## config.mk

```make
export PLATFORM = sky130hd
export DESIGN_NAME = mac_seq
export DESIGN_NICKNAME = d
export VERILOG_FILES = /design/src/rtl/mac_seq.sv
export SDC_FILE = /design/constraint.sdc
export NUM_CORES = 1
export LEC_CHECK = 0
export CORE_MARGIN = 4
export CORE_UTILIZATION = 41
export CTS_CLUSTER_DIAMETER = 200
export DETAILED_ROUTE_END_ITERATION = 10
export GPL_TIMING_DRIVEN = 1
export PLACE_DENSITY = 0.94
export SKIP_LAST_GASP = 1
export SYNTH_ARGS = -nofsm -noshare
export SYNTH_HDL_FRONTEND = slang
export SYNTH_SLANG_ARGS = --single-unit
```

## constraint.sdc

```tcl
create_clock -name clk -period 4.7 [get_ports clk]
set_input_delay 1.41 -clock clk [delete_from_list [all_inputs] [get_ports clk]]
set_output_delay 1.41 -clock clk [all_outputs]
set_load 0.02 [all_outputs]
```

## src/rtl/mac_seq.sv

```systemverilog
// Job sequencer in front of the non-pipelined INT8/FP16 MAC: clears, configures, streams operand pairs, reads back the result.
// Optional idle-beat watchdog in LOAD is compiled in with MAC_SEQ_TIMEOUT_EN.
module mac_seq #(
  parameter int LEN_W       = 8,
  parameter int TIMEOUT_CYC = 255
) (
  input  logic             clk,
  input  logic             rst_n,
  input  logic             job_start,
  input  logic             job_mode,
  input  logic [LEN_W-1:0] job_len,
  output logic             job_busy,
  input  logic             op_valid,
  output logic             op_ready,
  input  logic [15:0]      op_a,
  input  logic [15:0]      op_b,
  output logic             res_valid,
  input  logic             res_ready,
  output logic [15:0]      res_data,
  output logic             res_error,
  output logic             mac_clr_n,
  output logic             mac_enable,
  output logic             mac_valid,
  output logic             mac_read,
  output logic             mac_cfg,
  output logic             mac_mode,
  output logic [15:0]      mac_a,
  output logic [15:0]      mac_b,
  input  logic [15:0]      mac_out,
  input  logic             mac_error
);

  // Both ports use valid/ready: a transfer happens on the rising edge where valid and ready are both high.
  typedef enum logic [2:0] {S_IDLE, S_CLR, S_CFG, S_LOAD, S_READ, S_RESP} state_t;

  state_t           state_q, state_d;
  logic             mode_q, mode_d;
  logic [LEN_W-1:0] len_q, len_d;
  logic [LEN_W-1:0] cnt_q, cnt_d;
  logic             err_q, err_d;
  logic [15:0]      res_data_q, res_data_d;
  logic             res_error_q, res_error_d;
  logic             mac_clr_n_q, mac_clr_n_d;
`ifdef MAC_SEQ_TIMEOUT_EN
  localparam int TO_W = $clog2(TIMEOUT_CYC + 1);
  logic [TO_W-1:0]  idle_q, idle_d;
`endif

  always_comb begin
    state_d     = state_q;
    mode_d      = mode_q;
    len_d       = len_q;
    cnt_d       = cnt_q;
    err_d       = err_q;
    res_data_d  = res_data_q;
    res_error_d = res_error_q;
    job_busy    = (state_q != S_IDLE);
    op_ready    = 1'b0;
    res_valid   = 1'b0;
    mac_enable  = 1'b0;
    mac_valid   = 1'b0;
    mac_read    = 1'b0;
    mac_cfg     = 1'b0;
    mac_mode    = 1'b0;
    mac_a       = '0;
    mac_b       = '0;
`ifdef MAC_SEQ_TIMEOUT_EN
    idle_d      = idle_q;
`endif
    case (state_q)
      S_IDLE: begin
        if (job_start) begin
          mode_d  = job_mode;
          len_d   = job_len;
          cnt_d   = '0;
          err_d   = 1'b0;
          state_d = S_CLR;
        end
      end
      S_CLR: state_d = S_CFG;
      S_CFG: begin
        mac_cfg  = 1'b1;
        mac_mode = mode_q;
        state_d  = (len_q == '0) ? S_READ : S_LOAD;
`ifdef MAC_SEQ_TIMEOUT_EN
        idle_d   = '0;
`endif
      end
      S_LOAD: begin
        mac_enable = 1'b1;
        op_ready   = 1'b1;
        mac_valid  = op_valid;
        mac_a      = op_a;
        mac_b      = op_b;
        if (op_valid) begin
          // len_q is at least 1 here, so the counter never wraps past len_q
          cnt_d = cnt_q + LEN_W'(1);
          err_d = err_q | mac_error;
          if (cnt_d == len_q) state_d = S_READ;
`ifdef MAC_SEQ_TIMEOUT_EN
          idle_d = '0;
        end else begin
          idle_d = idle_q + TO_W'(1);
          if (idle_d == TO_W'(TIMEOUT_CYC)) begin
            state_d     = S_RESP;
            res_data_d  = '0;
            res_error_d = 1'b1;
          end
`endif
        end
      end
      S_READ: begin
        mac_enable  = 1'b1;
        mac_read    = 1'b1;
        res_data_d  = mac_out;
        res_error_d = err_q | mac_error;
        state_d     = S_RESP;
      end
      S_RESP: begin
        res_valid = 1'b1;
        if (res_ready) state_d = S_IDLE;
      end
      default: state_d = S_IDLE;
    endcase
    // Registered so the clear is a clean full-cycle pulse aligned with CLR.
    mac_clr_n_d = (state_d != S_CLR);
  end

  always_ff @(posedge clk or negedge rst_n) begin
    if (!rst_n) begin
      state_q     <= S_IDLE;
      mode_q      <= 1'b0;
      len_q       <= '0;
      cnt_q       <= '0;
      err_q       <= 1'b0;
      res_data_q  <= '0;
      res_error_q <= 1'b0;
      mac_clr_n_q <= 1'b1;
`ifdef MAC_SEQ_TIMEOUT_EN
      idle_q      <= '0;
`endif
    end else begin
      state_q     <= state_d;
      mode_q      <= mode_d;
      len_q       <= len_d;
      cnt_q       <= cnt_d;
      err_q       <= err_d;
      res_data_q  <= res_data_d;
      res_error_q <= res_error_d;
      mac_clr_n_q <= mac_clr_n_d;
`ifdef MAC_SEQ_TIMEOUT_EN
      idle_q      <= idle_d;
`endif
    end
  end

  assign res_data  = res_data_q;
  assign res_error = res_error_q;
  assign mac_clr_n = mac_clr_n_q;

endmodule

```

==> results of run 1 <==
## per-layer routing
layer	track usage	vias up	wire (um)
met2	0.327	88	3050
li1	-	920	-
met5	0	-	0
met3	0.0632	17	464
met1	0.207	895	2210
met4	0.0704	0	161
## sequential cells by signal, summed over array words and instances, names as in the netlist
register and count:
mac_clr_n 1, err_q 1, res_error 1, len_q 8, state_q 3, cnt_q 8
res_data 16, mode_q 1
## layout by cell type, fill, tap and decap left out, types with 3 or more instances in the layout
cell	instances
xnor2_1	6
inv_1	4
and2_1	34
a21oi_1	3
o21ai_0	4
nor2_1	10
clkbuf_8	5
o21ai_1	8
dfrtp_1	38
mux2_1	6
mux2_2	18
and3_1	4
nand2_1	9
nand3_1	3
o31ai_1	3
xor2_1	4
clkdlybuf4s50_1	119
## critical path, stage by stage
cell             delay, ns
clkdlybuf4s50_1       0.50
nand2_1               0.09
inv_2                 0.17
clkdlybuf4s50_1       0.63
## logic make-up after synthesis
| kind of cell | synth area share |
|---|---|
| AO/OA/AOI/OAI | 0.0956 |
| XOR/XNOR | 0.0415 |
| adder cells (fa/ha/maj) | 0.00593 |
| buffers and inverters | 0.0415 |
| flip-flops | 0.464 |
| multiplexers | 0.128 |
| AND/OR/NAND/NOR | 0.224 |
## final timing paths
| check | startpoint | to | slack [ns] |
|---|---|---|---|
| min reg2reg | mode_q | mode_q | 0.49 |
| max in group asynchronous | rst_n | res_data[12] | 2.96 |
| max reg2reg | state_q[1] | cnt_q[7] | 2.52 |
| min | mode_q | mode_q | 0.49 |
| min in group asynchronous | rst_n | res_data[2] | 1.21 |
| max | op_valid | mac_valid | 0.49 |
## layout make-up
type	count	area share
Clock buffer	6	0.0209
Clock inverter	2	0.0173
Inverter	5	0.00541
Multi-Input combinational cell	144	0.302
Sequential cell	39	0.281
Tap cell	67	0.0241
Timing Repair Buffer	122	0.349
## power breakdown
part | switching (mW) | total, mW | internal (mW)
Sequential | 0.0685 | 0.456 | 0.387
Clock | 0.115 | 0.327 | 0.212
Combinational | 0.373 | 0.751 | 0.377
Total | 0.557 | 1.53 | 0.977
==> results.toml, run 1 <==
[status]
status = "finished, final reports clean"

[timing]
setup_slack_ns = 0.487
hold_slack_ns = 0.488
setup_viol = 0
max_slew.worst_pin.slew_ns = 0.833
timing.final.crit_share = 0.896
skew_ns = 0.00688
slew_headroom = 0.445
slew_viol_final = 0
hold_viol_final = 0
fmaxAchievable_mhz = 237
min_period_ns = 4.21
rsz0062_at_grt = "no"
final.setup.tns_ns = 0

[cts]
ctsResizeCount = 0
cts_sinks = 39
cts_buffers = 5
post_cts_buffers = 0
clock-root-buffer = "clkbuf_8"
holdBufCountCts = 0
clockBufferDepth = 2
cts_tree = "built"
path_clk_slew_ns = 0.07
clock_latency_ns = 0.29
htreeDepth = 2

[die]
num_rows = 25
die_h_um = 79.7
start_util = 0.435
die_w_um = 79.7
dieArea_um2 = 6350
core_um2 = 4850
ios = 121

[min_path]
min_delay_path_depth = 1
hold_path_class = "flop to flop"

[synthesis]
yosys.area.top_type = "dfrtp_1"
synth_edf_count = 0
yosysSeqAreaShare = 0.464
netlist_instances = 200
yosys_register_bits = 39
synth-async-reset-ratio = 1.00
yosysMostFrequentCell = "dfrtp_1"
synth.net_count = 264
synth_area_um2 = 2110
synthFlopType = "dfrtp_1"
ys_top_cells_by_count = "dfrtp_1, and2_1, mux2_2"
synth_area_leaders = "dfrtp_1, and2_1, mux2_2, mux2_1, xnor2_1"
avgSynthCellArea_um2 = 10.5
synth_top_area_share = 0.451
ys_warn_count = 0
ys_types = 47

[finish]
fillers = 361
final_core_util = 0.716
multiInputGateArea_um2 = 1050
area_delta_synth_final_pct = 64.7
seq_area_um2 = 977
nets = 381
drive_gt1_frac = 0.119
antenna_cells = 0
final_cells = 385
stdcell_area_um2 = 3470

[global_routing]
overflow = 0
antenna_found_initial = 0
grt_max_degree = 40
grt_pass1_wl_um = 9360
grt_pass1_vias = 1968
grt_util_all_layers = 0.187

[route]
drt_first_pass_iters = 4
wl_um = 5880
avgViaCountPerCell = 4.99
final_antenna_net_count = 0
dr_total_vias = 1920
dr.first_iter.drc_count = 88
drcViolationCount = 0
wl_per_cell_um = 15.3

[setup_path]
critical_path_class = "primary input to output port"
critPathRequiredTime_ns = 3.29
worst_setup_path_end_kind = "output port"
crit_fanout = 7
reg2regPathDepth = 4
cp.arrival_ns = 2.80
start_kind = "primary input"

[job]
cap_violations = 0

[pwr]
peakVddDrop_mv = 0.252
total_power_mw = 1.53
p_leak_nw = 1.43
p_per_area_nw_per_um2 = 442

[placement]
placed_cells = 377
port_buffers = 120
dp_hpwl_um = 4590
routabilityCongestion = 0.815
placed_cell_area_um2 = 3340
dpl_worst_slack_ns = 0.496
Power figures use the tool's default switching activity.
==> run 2: changes to the inputs <==
Clock period 4.7 ns to 5.4 ns, I/O delays scaled along.
==> run 2 against run 1 <==
  * Register-to-register slack better by 0.37 ns
  * Global-route usage about the same
  * Cell area down 0.79%
  * Combinational power down 13%
  * Sequential share of layout area up 0.22 points
  * Non-clock buffer count down 1
==> results.toml, run 2 (synthesis results as in run 1) <==
[status]
status = "finished, final reports clean"

[pwr]
pwr-share-clk = 0.188
total_power_mw = 1.29
switching_share = 0.379
peakVddDrop_mv = 0.283
comb_power_share = 0.507
p_switching_mw = 0.488
internal_power_mw = 0.800
p_leak_nw = 1.42
p_per_area_nw_per_um2 = 374
seq_power_share = 0.305

[timing]
setup_slack_ns = 0.512
rsz0062_at_grt = "no"
max_slew.worst_pin.slew_ns = 0.828
hold_viol_final = 0
skew_ns = 0.00495
setup_viol = 0
slew_viol_final = 0
timing.final.crit_share = 0.905
final.setup.tns_ns = 0
fmaxAchievable_mhz = 205
min_period_ns = 4.89
slew_headroom = 0.448

[die]
start_util = 0.435
ios = 121
num_rows = 25
core_um2 = 4850
die_h_um = 79.7
dieArea_um2 = 6350
die_w_um = 79.7

[global_routing]
grt_max_degree = 40
grt_util_all_layers = 0.187
antenna_found_initial = 0
grt_pass1_wl_um = 9230
grt_pass1_vias = 1896
overflow = 0

[cts]
cts_sinks = 39
holdBufCountCts = 0
clock-root-buffer = "clkbuf_8"
path_clk_slew_ns = 0.08
cts_buffers = 5
htreeDepth = 2
clock_latency_ns = 0.30
ctsResizeCount = 0
clockBufferDepth = 2
post_cts_buffers = 0
cts_tree = "built"

[route]
drcViolationCount = 0
wl_um = 5800
avgViaCountPerCell = 4.93
dr.first_iter.drc_count = 82
wl_per_cell_um = 15.1
final_antenna_net_count = 0
dr_total_vias = 1892
drt_first_pass_iters = 4

[finish]
final_core_util = 0.710
largest_reg_flops = 16
antenna_cells = 0
area_delta_synth_final_pct = 63.4
stdcell_area_um2 = 3440
nets = 380
drive_gt1_frac = 0.120
mostFrequentLayoutCells = "clkdlybuf4s50_1, dfrtp_1, and2_1, mux2_2, nor2_1"
layout_commonest_cell = "clkdlybuf4s50_1"
fillers = 350

[setup_path]
critical_path_class = "primary input to output port"
start_kind = "primary input"
worst_setup_path_end_kind = "output port"
cp.arrival_ns = 3.27
crit_fanout = 12
critPathRequiredTime_ns = 3.78

[placement]
routabilityCongestion = 0.861
placed_cell_area_um2 = 3330
dpl_worst_slack_ns = 0.532
port_buffers = 120
dp_hpwl_um = 4580

[job]
cap_violations = 0

[min_path]
hold_path_class = "flop to flop"
-- run 2: cell types whose count changed in the layout (fill, tap and decap cells not counted) --
cell,change
buf_4,-1
bufinv_16,-1
clkbuf_1,-1
clkinv_2,+1
clkinv_4,+1
-- run 2: critical path, stage by stage --
cell and delay [ns]:
clkdlybuf4s50_1 0.51, nand2_1 0.25, inv_2 0.24, clkdlybuf4s50_1 0.64
-- run 2: per-layer routing --
| metal | wire length (um) | vias to the layer above | global-route usage |
|---|---|---|---|
| met5 | 0 | - | 0 |
| met4 | 80 | 0 | 0.0515 |
| met3 | 450 | 9 | 0.0621 |
| met2 | 3040 | 78 | 0.336 |
| met1 | 2230 | 887 | 0.209 |
| li1 | - | 918 | - |
-- run 2: cell type report --
class                   count  area, um^2  share of cell area
repair buffers            121        1200               0.349
clock inverters             3        43.8              0.0127
well taps                  67        83.8              0.0243
inverters                   5        18.8             0.00545
clock buffers               5        68.8              0.0200
multi-input cells         144        1050               0.304
flip-flops and latches     39         977               0.284
-- run 2: power groups by stage --
stage	Clock, mW	Combinational, mW	Sequential, mW
floorplan	0	0.400	0.375
global route	0.260	0.703	0.405
global placement	0	0.638	0.396
finish	0.242	0.653	0.393
CTS	0.245	0.659	0.393
detailed placement	0	0.655	0.398
-- run 2: worst paths after layout --
path	from	end	slack [ns]	cells past startpoint
hold / removal	mode_q	mode_q	0.50	1
min in group asynchronous	rst_n	res_data[6]	1.42	1
setup reg to reg	state_q[1]	cnt_q[2]	2.89	6
setup / recovery	op_valid	mac_valid	0.51	4
max in group asynchronous	rst_n	res_data[15]	3.47	1
hold reg to reg	mode_q	mode_q	0.50	1
-- run 2: stage by stage --
step           cells  hold slack [ns]
2_1_floorplan    200            0.449
6_report         384            0.496
3_3_place_gp     376            0.461
5_1_grt          384            0.526
3_5_place_dp     376            0.481
4_1_cts          384            0.499
